### src/rtl/spi_slave_if.sv
// spi_slave_if: SPI pins plus the parallel TX/RX word handshake of spi_slave.
interface spi_slave_if #(parameter int N = 8);
    logic         sck_i;
    logic         cs_n_i;
    logic         mosi_i;
    logic         miso_o;
    logic [N-1:0] txData_i;
    logic         txLoad_i;
    logic [N-1:0] rxData_o;
    logic         rxValid_o;
    logic         busy_o;
    logic         frameErr_o;
    modport slave (
        input  sck_i, cs_n_i, mosi_i, txData_i, txLoad_i,
        output miso_o, rxData_o, rxValid_o, busy_o, frameErr_o
    );
    modport master (
        output sck_i, cs_n_i, mosi_i, txData_i, txLoad_i,
        input  miso_o, rxData_o, rxValid_o, busy_o, frameErr_o
    );
endinterface

### src/rtl/spi_slave.sv
// spi_slave: oversampled SPI slave (idle-high sck, sample on rise, shift on fall).
// Pins are synchronized to clk_c; words are N bits, MSB first, back-to-back capable.
module spi_slave #(
    parameter int N = 8
) (
    input logic       clk_c,
    input logic       reset_r,
    spi_slave_if.slave spi
);
    localparam int CW = $clog2(N);
    localparam logic [CW-1:0] LAST = CW'(N - 1);

    typedef enum logic {IDLE, ACTIVE} state_e;

    state_e          state_q;
    logic [2:0]      sck_q, cs_q, vld_q;
    logic [1:0]      mosi_q;
    logic            sck_rise_q, sck_fall_q, cs_fall_q, cs_rise_q;
    logic [CW-1:0]   bit_cnt_q;
    logic [N-1:0]    tx_buf_q, tx_shift_q, rx_shift_q, rx_data_q;
    logic            rx_valid_q, miso_q, frame_err_q;

    assign spi.miso_o     = miso_q;
    assign spi.rxData_o   = rx_data_q;
    assign spi.rxValid_o  = rx_valid_q;
    assign spi.busy_o     = state_q == ACTIVE;
    assign spi.frameErr_o = frame_err_q;

    always_ff @(posedge clk_c) begin
        if (reset_r) begin
            sck_q       <= '1;
            cs_q        <= '1;
            mosi_q      <= '0;
            vld_q       <= '0;
            sck_rise_q  <= 1'b0;
            sck_fall_q  <= 1'b0;
            cs_fall_q   <= 1'b0;
            cs_rise_q   <= 1'b0;
            state_q     <= IDLE;
            bit_cnt_q   <= '0;
            tx_buf_q    <= '0;
            tx_shift_q  <= '0;
            rx_shift_q  <= '0;
            rx_data_q   <= '0;
            rx_valid_q  <= 1'b0;
            miso_q      <= 1'b0;
            frame_err_q <= 1'b0;
        end else begin
            sck_q       <= {sck_q[1:0], spi.sck_i};
            cs_q        <= {cs_q[1:0], spi.cs_n_i};
            mosi_q      <= {mosi_q[0], spi.mosi_i};
            // vld_q masks the reset-forced 1s so a cs_n held low across reset is not a fall
            vld_q       <= {vld_q[1:0], 1'b1};
            sck_rise_q  <= sck_q[1] & ~sck_q[2];
            sck_fall_q  <= ~sck_q[1] & sck_q[2];
            cs_fall_q   <= ~cs_q[1] & cs_q[2] & vld_q[2];
            cs_rise_q   <= cs_q[1] & ~cs_q[2];
            rx_valid_q  <= 1'b0;
            frame_err_q <= 1'b0;
            if (spi.txLoad_i)
                tx_buf_q <= spi.txData_i;
            if (state_q == IDLE) begin
                miso_q <= 1'b0;
                if (cs_fall_q) begin
                    state_q    <= ACTIVE;
                    bit_cnt_q  <= '0;
                    tx_shift_q <= tx_buf_q;
                    miso_q     <= tx_buf_q[N-1];
                end
            end else if (cs_rise_q) begin
                state_q     <= IDLE;
                miso_q      <= 1'b0;
                frame_err_q <= bit_cnt_q != '0;
            end else begin
                if (sck_rise_q) begin
                    rx_shift_q <= {rx_shift_q[N-2:0], mosi_q[1]};
                    bit_cnt_q  <= bit_cnt_q == LAST ? '0 : bit_cnt_q + 1'b1;
                    if (bit_cnt_q == LAST) begin
                        rx_data_q  <= {rx_shift_q[N-2:0], mosi_q[1]};
                        rx_valid_q <= 1'b1;
                    end
                end
                // miso_q follows the new txShift MSB so it never lags the shifter
                if (sck_fall_q) begin
                    tx_shift_q <= bit_cnt_q == '0 ? tx_buf_q : {tx_shift_q[N-2:0], 1'b0};
                    miso_q     <= bit_cnt_q == '0 ? tx_buf_q[N-1] : tx_shift_q[N-2];
                end
            end
        end
    end
endmodule

### src/flat_wrapper.sv
// flat-port wrapper written by rule: the top's interface ports become plain ports
module spi_slave_flat 
#(
    parameter int N = 8
)
  (clk_c, reset_r, spi_sck_i, spi_cs_n_i, spi_mosi_i, spi_txData_i, spi_txLoad_i, spi_miso_o, spi_rxData_o, spi_rxValid_o, spi_busy_o, spi_frameErr_o);
  spi_slave_if #(.N(N)) spi_i ();
  input logic clk_c;
  input logic reset_r;
  input wire logic [$bits(spi_i.sck_i)-1:0] spi_sck_i;
  input wire logic [$bits(spi_i.cs_n_i)-1:0] spi_cs_n_i;
  input wire logic [$bits(spi_i.mosi_i)-1:0] spi_mosi_i;
  input wire logic [$bits(spi_i.txData_i)-1:0] spi_txData_i;
  input wire logic [$bits(spi_i.txLoad_i)-1:0] spi_txLoad_i;
  output wire logic [$bits(spi_i.miso_o)-1:0] spi_miso_o;
  output wire logic [$bits(spi_i.rxData_o)-1:0] spi_rxData_o;
  output wire logic [$bits(spi_i.rxValid_o)-1:0] spi_rxValid_o;
  output wire logic [$bits(spi_i.busy_o)-1:0] spi_busy_o;
  output wire logic [$bits(spi_i.frameErr_o)-1:0] spi_frameErr_o;
  assign spi_i.sck_i = spi_sck_i;
  assign spi_i.cs_n_i = spi_cs_n_i;
  assign spi_i.mosi_i = spi_mosi_i;
  assign spi_i.txData_i = spi_txData_i;
  assign spi_i.txLoad_i = spi_txLoad_i;
  assign spi_miso_o = spi_i.miso_o;
  assign spi_rxData_o = spi_i.rxData_o;
  assign spi_rxValid_o = spi_i.rxValid_o;
  assign spi_busy_o = spi_i.busy_o;
  assign spi_frameErr_o = spi_i.frameErr_o;
  spi_slave #(.N(N)) u_core (.clk_c(clk_c), .reset_r(reset_r), .spi(spi_i));
endmodule
### config.mk
export PLATFORM = sky130hd
export DESIGN_NAME = spi_slave_flat
export DESIGN_NICKNAME = d
export VERILOG_FILES = /design/src/rtl/spi_slave_if.sv /design/src/rtl/spi_slave.sv /design/src/flat_wrapper.sv
export SDC_FILE = /design/constraint.sdc
export NUM_CORES = 1
export LEC_CHECK = 0
export ABC_AREA = 1
export BUFFER_PORTS_ARGS = -buffer_cell sky130_fd_sc_hd__buf_2
export CAP_MARGIN = 20
export CORE_MARGIN = 2
export CORE_UTILIZATION = 40
export DETAILED_ROUTE_END_ITERATION = 7
export PLACE_DENSITY = 0.6
export SLEW_MARGIN = 25
export SYNTH_ARGS = -nofsm -noshare
export SYNTH_HDL_FRONTEND = slang
export SYNTH_SLANG_ARGS = --single-unit
### constraint.sdc
create_clock -name clk_c -period 3.8 [get_ports clk_c]
set_input_delay 0.38 -clock clk_c [delete_from_list [all_inputs] [get_ports clk_c]]
set_output_delay 0.38 -clock clk_c [all_outputs]
set_load 0.01 [all_outputs]
## Word-level counts from Yosys, hierarchy flattened

Index checks and enable logic that the tools add are counted.

- Memories: 0
- Input port bits: 14
- Word-level logic and storage cells: 65
- Register bits: 52
- Bits in latches: 0
- Output and inout port bits: 12
- Bits in writable memories: 0
- Memory bits (read-only): 0

- Shifts and indexed selects: 0
- Add/sub/neg operators: 1
- Reductions and logical operators: 9
- Equal/unequal tests: 5
- Divide/modulo/power cells: 0
- Multiplexer cells: 20
- Magnitude comparators: 0
- Bitwise gates (word level): 12
- $mul: 0

Operators with widths:

| operator | number |
|---|---|
| $mux W7 | 5 |
| $mux W3 | 5 |
| $mux W1 | 10 |
| $reduce_and A3 Y1 | 3 |
| $not A1 Y1 | 7 |
| $ne A2 B2 Y1 const B | 3 |
| $and A1 B1 Y1 | 5 |
| $reduce_and A4 Y1 | 1 |
| $reduce_or A4 Y1 | 1 |
| $add A3 B1 Y3 const B | 1 |
| $eq A3 B3 Y1 const B | 1 |
| $logic_not A3 Y1 | 1 |
| $ne A3 B3 Y1 const B | 1 |
| $reduce_bool A3 Y1 | 1 |
| $reduce_or A3 Y1 | 1 |
| $reduce_bool A2 Y1 | 1 |

## Longest topological paths before layout

Gate-level depths: netlist of the first run.

- Word-level depth: 5
- Gate-level depth with buffers: 9
- Gate-level depth less buffers: 8

## Worst setup path before layout of the first run

No wires, ideal clock.

- Path type: register -> register
- Start: reg u_core.bit_cnt_q[0]
- End: reg u_core.tx_shift_q[3]
- Required time: 3.688 ns
- Arrival: 1.149 ns
- Stages on the path, launching flop included: 10
- Path buffers: 1
- Period minus slack after synthesis: 1.260 ns
- Path slack: 2.540 ns
- Cells stage by stage: dfxtp_1 inv_1 ha_1 nand2_1 nand2_1 buf_4 nand2_1 nand2_1 nor2_1 nor2_1

- Longest elaborated chain between the ends: 5

Ends and longest elaborated chain:

| what | RTL line | source |
|---|---|---|
| start, declared | spi_slave.sv:19 | `logic [CW-1:0] bit_cnt_q;` |
| start signal, assigned | spi_slave.sv:77 | `bit_cnt_q <= bit_cnt_q == LAST ? '0 : bit_cnt_q + 1'b1;` |
| $logic_not A3 Y1 | spi_slave.sv:85 | `tx_shift_q <= bit_cnt_q == '0 ? tx_buf_q : {tx_shift_q[N-2:0], 1'b0};` |
| $mux W7 | spi_slave.sv:85 |  |
| $mux W7 | spi_slave.sv:84 | `if (sck_fall_q) begin` |
| $mux W7 | spi_slave.sv:70 | `end else if (cs_rise_q) begin` |
| $mux W7 | spi_slave.sv:62 | `if (state_q == IDLE) begin` |
| end signal, assigned | spi_slave.sv:67 | `tx_shift_q <= tx_buf_q;` |
| end signal, assigned | spi_slave.sv:85 |  |
| end, declared | spi_slave.sv:20 | `logic [N-1:0] tx_buf_q, tx_shift_q, rx_shift_q, rx_data_q;` |

No other way between the ends. The select of a mux whose other input is x is not followed.
A chain may end at the register's enable or synchronous reset.

## Worst setup path in the final report of the first run

- Start: reg u_core.bit_cnt_q[0]
- End: reg u_core.tx_shift_q[6]

The elaborated chain is that of the path after synthesis.

==> run summary, run 1 <==
WS Path Type: reg2reg
leak pwr: 1.01 nW
outcome: completed
Layout Skew: 0.00670 ns
post-synth cell types: 22
DR iter-0 viols: 111
Pre-antenna DRT Iters: 4
CTS Buffer Depth: 2
worst reg2reg path depth: 8
Setup Viol. Count Final: 0
Die W: 74.0 um
wire per inst: 9.84 um
sw power: 193 uW
Worst EP arrival: 1.69 ns
Starting Density: 41.5%
total grt overflow: 0
Vias: 1479
Cells after Synth: 247
crit path capture type: flip-flop
HP Class: in2reg
synthesis-stage register bit count: 52
Avg Cell Area, Syn: 7.94 um^2
flop-to-flop setup slack: 2.31 ns
post-DP HPWL: 2310 um
Flop pwr share: 61.5%
crit start category: flip-flop
Worst slew margin: 65.0%
DRC Markers: 0
Post-CTS Hold Fix Bufs: 0
r2r startpoint: u_core.bit_cnt_q[0]
DIE HEIGHT: 74.0 um
Total Routing Usage GR: 13.3%
hold path endpoint: u_core.sck_q[0]
RR Endpoint: u_core.tx_shift_q[6]
final period utilization: 39.3%
pin count of the biggest net entering global routing: 36
worst hold start: spi_sck_i
H-tree levels: 2
Switching Fraction: 21.2%
hold depth: 2
IO Pins: 26
vias per inst: 4.35
maximum clock frequency: 670 MHz
n_diodes: 0
final hold vios: 0
Crit Path Max Fanout: 14
GRT met1 Usage: 18.5%
setup_tns: 0 ns
die area: 5480 um^2
row count: 25
initial antenna violation count: 0
Core Footprint: 4720 um^2
Syn Nets: 264
RSZ-0062 raised after global routing: no
CTS tree: done
Synth-to-Final Area Change: 13.1%
peak supply drop: 0.276 mV
Clk pwr share: 34.5%
ANT nets after route: 0
CTS buffer count: 5
Skew-Pair Late Insertion Delay: 0.30 ns
clock slew at reported path FFs: 0.09 ns
met3 Use GR: 4.61%
vias in the first global route: 1264
first-pass GRT wire length: 5540 um
Post-CTS Setup Inserts: 0
Slew @ Worst Pin: 0.524 ns
Comb pwr share: 4.0%
port buffer count: 25
Netlist Area Pre-Place: 1960 um^2
share of layout cells above drive strength 1: 17.9%
post-CTS sizing: 0
Yosys Warn Count: 0
CTS Root Cell: clkbuf_8
Routed WL: 3350 um
met2 GRT Util: 18.4%
Internal: 719 uW
design area: 2220 um^2
max-cap viol count: 0
CP required: 4.00 ns
RePlAce Congestion: 0.755
GRT Max-Usage Layer: met1
Final #Nets: 289
max-slew violation count: 0
sequential-to-total area share from yosys stat: 53.1%
Post-DP Area: 2130 um^2
Clock Sinks: 52
min Tclk post-route: 1.49 ns
pwr/cell area: 411 nW/um^2
==> synthesized netlist by cell type (all sizes together) <==
cell type	number	area share, %
dfxtp	52	53
nor2	48	11
inv	29	5.5
ha	3	1.9
buf	7	2.2
nand2	50	11
o21ai	24	6.5
clkinv	1	0.19
nor3	4	1.0
a21oi	13	3.3
or2	4	1.3
nand3	12	3.3
==> layout make-up <==
type / instances / area (um^2)
Fill cell: 506 / 2500
Timing Repair Buffer: 25 / 125
Clock buffer: 8 / 90.1
Multi-Input combinational cell: 158 / 766
Sequential cell: 52 / 1040
Inverter: 30 / 113
Tap cell: 67 / 83.8
==> worst max-delay path by stage <==
| stage | start | end | slack (ns) | depth (start not counted) |
|---|---|---|---|---|
| global placement | u_core.bit_cnt_q[0] | u_core.tx_shift_q[6] | 2.30 | 8 |
| floorplan | u_core.bit_cnt_q[0] | u_core.tx_shift_q[3] | 2.54 | 9 |
| global route | u_core.bit_cnt_q[0] | u_core.tx_shift_q[3] | 2.10 | 8 |
| detailed placement | u_core.bit_cnt_q[0] | u_core.tx_shift_q[6] | 2.32 | 8 |
| finish | u_core.bit_cnt_q[0] | u_core.tx_shift_q[6] | 2.31 | 8 |
| CTS | u_core.bit_cnt_q[0] | u_core.tx_shift_q[6] | 2.29 | 8 |
==> cells by family (layout without fill, tap and decap cells) <==
family / count (synthesis) / in the layout / share of synthesized area, %
AND/OR/NAND/NOR: 118 / 118 / 27.3
flip-flops: 52 / 52 / 53.1
AO/OA/AOI/OAI: 37 / 37 / 9.82
buffers and inverters: 37 / 63 / 7.91
adder cells (fa/ha/maj): 3 / 3 / 1.91
==> per-layer routing <==
metal  wire length, um  share of wire, %
met5                 0                 0
met4                61               1.8
met3               148               4.4
met2              1360                41
met1              1770                53
==> worst max-delay path, stage by stage, from the launching register on <==
cell	delay (ns)
dfxtp_1	0.37
inv_1	0.07
ha_1	0.22
nand2_1	0.09
nand2_1	0.26
nand2_1	0.16
nand2_1	0.07
nor2_1	0.11
nor2_1	0.05
==> state kept, by name, summed over array words and instances (netlist names), 2 cells and up <==
signal / cells
u_core.spi.rxData_o: 8
u_core.tx_buf_q: 8
u_core.rx_shift_q: 7
u_core.tx_shift_q: 7
u_core.bit_cnt_q: 3
u_core.cs_q: 3
u_core.sck_q: 3
u_core.vld_q: 3
u_core.mosi_q: 2
==> power by group through the flow <==
| stage | Sequential, mW | Combinational (mW) | Clock [mW] |
|---|---|---|---|
| floorplan | 0.573 | 0.0257 | 0 |
| detailed placement | 0.574 | 0.0368 | 0 |
| finish | 0.561 | 0.0362 | 0.315 |
| global route | 0.563 | 0.0424 | 0.350 |
| global placement | 0.574 | 0.0362 | 0 |
| CTS | 0.561 | 0.0371 | 0.326 |
==> per-stage QoR <==
stage / setup WS [ns] / util, % / hold slack, ns / power (mW) / cells
after global placement: 2.30 / 45.1 / 0.390 / 0.610 / 332
after floorplan: 2.54 / - / 0.388 / 0.598 / 247
after global routing: 2.10 / 47.0 / 0.250 / 0.955 / 340
after detailed placement: 2.32 / 45.1 / 0.397 / 0.611 / 332
final: 2.31 / 47.0 / 0.260 / 0.912 / 340
after CTS: 2.29 / 47.0 / 0.247 / 0.925 / 340
==> cell usage in the layout (no fill, tap or decap), drive strengths merged <==
cell type / n
o21ai: 24
or2: 4
clkbuf: 8
buf: 25
nand3: 12
a21oi: 13
clkinv: 1
dfxtp: 52
nand2: 50
inv: 29
nor2: 48
ha: 3
nor3: 4
Note: power is estimated with default switching activity, not from simulation.
==> run 2: changes to the inputs <==
PLACE_DENSITY = 0.62   (was 0.6)
clock period = 1.2 ns   (was 3.8 ns; I/O delays follow)
==> run summary, run 2 (synthesis results as in run 1) <==
r2r startpoint: u_core.spi.busy_o
pin count of the biggest net entering global routing: 36
clock slew at reported path FFs: 0.10 ns
Fill cells: 452
IO Pins: 26
min Tclk post-route: 1.17 ns
worst reg2reg path depth: 6
ANT nets after route: 0
Final Util: 51.8%
Clk pwr share: 35.0%
sw power: 661 uW
vias in the first global route: 1318
flop-to-flop setup slack: 0.03 ns
CTS Root Cell: clkbuf_8
peak supply drop: 0.707 mV
share of layout cells above drive strength 1: 26.9%
Core Footprint: 4720 um^2
CP required: 1.41 ns
maximum clock frequency: 857 MHz
outcome: completed
Routed WL: 3770 um
Slew @ Worst Pin: 0.231 ns
leak pwr: 1.12 nW
Pre-antenna DRT Iters: 4
Layout Skew: 0.0101 ns
Starting Density: 41.5%
Switching Fraction: 22.5%
first-pass GRT wire length: 5690 um
Internal: 2.28 mW
DRC Markers: 0
commonest non-fill, non-tap cells in the layout: dfxtp_1, nor2_1, nand2_1
pwr/cell area: 1200 nW/um^2
crit path capture type: flip-flop
port buffer count: 25
DIE HEIGHT: 74.0 um
n_diodes: 0
CTS Buffer Depth: 2
Worst slew margin: 84.5%
Synth-to-Final Area Change: 24.8%
Crit Path Max Fanout: 5
WHS: 0.0135 ns
total grt overflow: 0
most common cell after layout, fill and taps aside: dfxtp_1
max-slew violation count: 0
row count: 25
HP Class: in2reg
max-cap viol count: 0
vias per inst: 4.43
Multi-input gate area: 850 um^2
WS Path Type: reg2reg
hold path endpoint: u_core.mosi_q[0]
worst hold start: spi_mosi_i
Clock Sinks: 52
Comb pwr share: 4.7%
Sequential Area: 1050 um^2
RSZ-0062 raised after global routing: yes
hold depth: 3
Die W: 74.0 um
final period utilization: 97.2%
Worst EP arrival: 1.37 ns
RePlAce Congestion: 0.780
crit start category: flip-flop
CTS buffer count: 5
Setup Viol. Count Final: 0
Total Routing Usage GR: 13.6%
die area: 5480 um^2
Vias: 1583
crit-path max cell delay: 0.39 ns
Flop pwr share: 60.3%
final hold vios: 0
Skew-Pair Late Insertion Delay: 0.31 ns
H-tree levels: 2
DR iter-0 viols: 98
RR Endpoint: u_core.bit_cnt_q[0]
Final #Nets: 306
CTS tree: done
crit-path cells: inv_4 -> nor2_4 -> nand2_4 -> buf_4 -> a21oi_1 -> nor2_1
post-DP HPWL: 2410 um
wire per inst: 10.6 um
initial antenna violation count: 0
Slowest-stage cell, CP: dfxtp_4
-- run 2: cell count changes in the layout (fill, tap and decap cells not counted), sizes merged --
cell,change
buf,+13
clkbuf,-2
dlygate4sd3,+2
clkinv,+2
nand2,+2
-- run 2: power by group through the flow --
stage / combinational (mW) / sequential, mW / clock (mW)
2_1_floorplan: 0.0813 / 1.81 / 0
3_3_place_gp: 0.129 / 1.82 / 0
3_5_place_dp: 0.131 / 1.82 / 0
4_1_cts: 0.136 / 1.78 / 1.06
5_1_grt: 0.157 / 1.78 / 1.11
6_report: 0.138 / 1.77 / 1.03
-- run 2: what timing repair did --
item,in CTS,in global routing
resized for setup,7,15
hold buffers,2,0
gates cloned,0,2
pin swaps,0,7
endpoints found under the hold margin,2,0
setup buffers,0,2
endpoints found under the setup margin,12,13
-- run 2: worst max-delay path by stage --
stage                              startpoint                     end  slack [ns]  cells past startpoint
final                       u_core.spi.busy_o     u_core.bit_cnt_q[0]        0.03                      6
after global routing        u_core.spi.busy_o     u_core.bit_cnt_q[0]       -0.05                      6
after CTS                 u_core.bit_cnt_q[0]  u_core.spi.rxData_o[1]       0.004                      6
after detailed placement  u_core.bit_cnt_q[1]  u_core.spi.rxData_o[5]       -0.07                      6
after global placement    u_core.bit_cnt_q[1]  u_core.spi.rxData_o[1]       -0.06                      6
after floorplan           u_core.bit_cnt_q[0]    u_core.tx_shift_q[3]        0.01                      9
-- run 2: layout make-up --
cell class | instances | share of cell area (%)
Sequential cell | 52 | 43.0
Multi-Input combinational cell | 160 | 34.7
Timing Repair Buffer | 40 | 10.4
Inverter | 30 | 4.70
Tap cell | 67 | 3.42
Clock buffer | 6 | 3.37
Clock inverter | 2 | 0.409
-- run 2: per-layer routing --
metal / up-vias / global-route usage, % / share of wire (%)
li1: 849 / - / -
met1: 697 / 18.4 / 49
met2: 31 / 19.7 / 45
met3: 6 / 4.34 / 4.2
met4: 0 / 6.06 / 1.6
met5: - / 0 / 0
-- run 2: worst max-delay path, delay by kind of cell (launching register included) --
family,cells,cell delay (ns)
AO/OA/AOI/OAI,1,0.14
buffers and inverters,2,0.22
flip-flops,1,0.39
AND/OR/NAND/NOR,3,0.32
-- run 2: metrics by stage --
step           setup slack (ns)  power [mW]  cell area [um^2]  TNS (ns)  std cells
6_report                 0.0335        2.94              2450         0        357
5_1_grt                 -0.0482        3.05              2450    -0.212        357
4_1_cts                 0.00359        2.97              2360         0        353
3_5_place_dp            -0.0733        1.95              2230    -0.580        343
3_3_place_gp            -0.0558        1.95              2230    -0.269        343
2_1_floorplan            0.0114        1.90              1970         0        247
==> run 3: changes to the inputs <==
SETUP_SLACK_MARGIN = 0.3   (was unset)
==> run summary, run 3 (synthesis results as in run 1) <==
Starting Density: 41.5%
CTS Root Cell: clkbuf_8
leak pwr: 1.19 nW
outcome: completed
clock slew at reported path FFs: 0.09 ns
vias in the first global route: 1483
DIE HEIGHT: 74.0 um
Skew-Pair Late Insertion Delay: 0.30 ns
Routed WL: 3990 um
Layout Skew: 0.00766 ns
CP required: 1.44 ns
DRC Markers: 0
Setup Viol. Count Final: 0
WS Path Type: reg2reg
Vias: 1639
Worst EP arrival: 1.40 ns
total grt overflow: 0
peak supply drop: 0.683 mV
setup_tns: 0 ns
die area: 5480 um^2
port buffer count: 25
CTS tree: done
final period utilization: 96.6%
crit path capture type: flip-flop
design area: 2630 um^2
most common cell after layout, fill and taps aside: dfxtp_1
CTS Buffer Depth: 2
Synth-to-Final Area Change: 34.2%
crit start category: flip-flop
DR iter-0 viols: 59
H-tree levels: 2
vias per inst: 4.55
HP Class: in2reg
commonest non-fill, non-tap cells in the layout: dfxtp_1, nor2_1, nand2_1
row count: 25
pin count of the biggest net entering global routing: 36
RSZ-0062 raised after global routing: yes
wire per inst: 11.1 um
Final #Nets: 309
Slew @ Worst Pin: 0.230 ns
Core Footprint: 4720 um^2
ANT nets after route: 0
Crit Path Max Fanout: 5
Worst slew margin: 84.6%
IO Pins: 26
max-cap viol count: 0
Pre-antenna DRT Iters: 4
initial antenna violation count: 0
share of layout cells above drive strength 1: 35.5%
max-slew violation count: 0
Total Routing Usage GR: 15.4%
final hold vios: 0
pwr/cell area: 1180 nW/um^2
first-pass GRT wire length: 6430 um
Final Util: 55.7%
post-DP HPWL: 2450 um
Fill cells: 429
WHS: 0.0141 ns
Die W: 74.0 um
RePlAce Congestion: 0.826
Clock Sinks: 52
CTS buffer count: 5
maximum clock frequency: 863 MHz
Post-DP Area: 2200 um^2
n_diodes: 0
min Tclk post-route: 1.16 ns
run 3: layout make-up:
class / count / area, um^2 / area share (%)
multi-input combinational: 160 / 927 / 35.2
clock inverter: 2 / 35.0 / 1.33
clock buffer: 6 / 72.6 / 2.76
timing repair buffer: 43 / 324 / 12.3
tap: 67 / 83.8 / 3.18
sequential: 52 / 1070 / 40.5
inverter: 30 / 123 / 4.66
run 3: worst max-delay path, stage by stage (launching register included):
cell     delay, ns
dfxtp_4       0.40
ha_4          0.15
ha_4          0.15
inv_2         0.05
nor2_4        0.15
nand2_4       0.09
o21ai_1       0.11
run 3: per-stage QoR:
stage / cells / setup slack [ns] / power (mW)
2_1_floorplan: 247 / 0.0807 / 1.89
3_3_place_gp: 336 / -0.00288 / 1.95
3_5_place_dp: 336 / -0.0171 / 1.95
4_1_cts: 358 / 0.0691 / 3.13
5_1_grt: 360 / -0.0111 / 3.21
6_report: 360 / 0.0413 / 3.10
run 3: final timing paths:
check,from,end,slack [ns],cells after the start
hold / removal,spi_mosi_i,u_core.mosi_q[0],0.01,3
setup reg to reg,u_core.bit_cnt_q[0],u_core.spi.rxData_o[6],0.04,6
hold reg to reg,u_core.mosi_q[0],u_core.mosi_q[1],0.41,2
setup / recovery,u_core.bit_cnt_q[0],u_core.spi.rxData_o[6],0.04,6
run 3: report_power, final:
part / switching (mW) / total [mW] / internal [mW] / leakage [nW]
clock: 0.556 / 1.18 / 0.619 / 0.0552
combinational: 0.0829 / 0.150 / 0.0667 / 0.704
sequential: 0.0199 / 1.77 / 1.75 / 0.431
total: 0.659 / 3.10 / 2.44 / 1.19
run 3: per-layer routing:
layer / routed length (um) / global-route usage (%) / vias to the layer above
met5: 0 / 0 / -
met4: 64 / 7.07 / 0
met3: 142 / 4.20 / 7
met2: 1890 / 24.5 / 24
met1: 1890 / 19.4 / 747
li1: - / - / 861
run 3: what timing repair did:
action | in CTS | in global routing
endpoints found under the hold margin | 2 | 0
gates cloned | 2 | 0
gates resized for setup | 24 | 36
setup endpoints to repair | 31 | 38
pin swaps | 12 | 4
hold buffers | 2 | 0
buffers inserted | 10 | 2
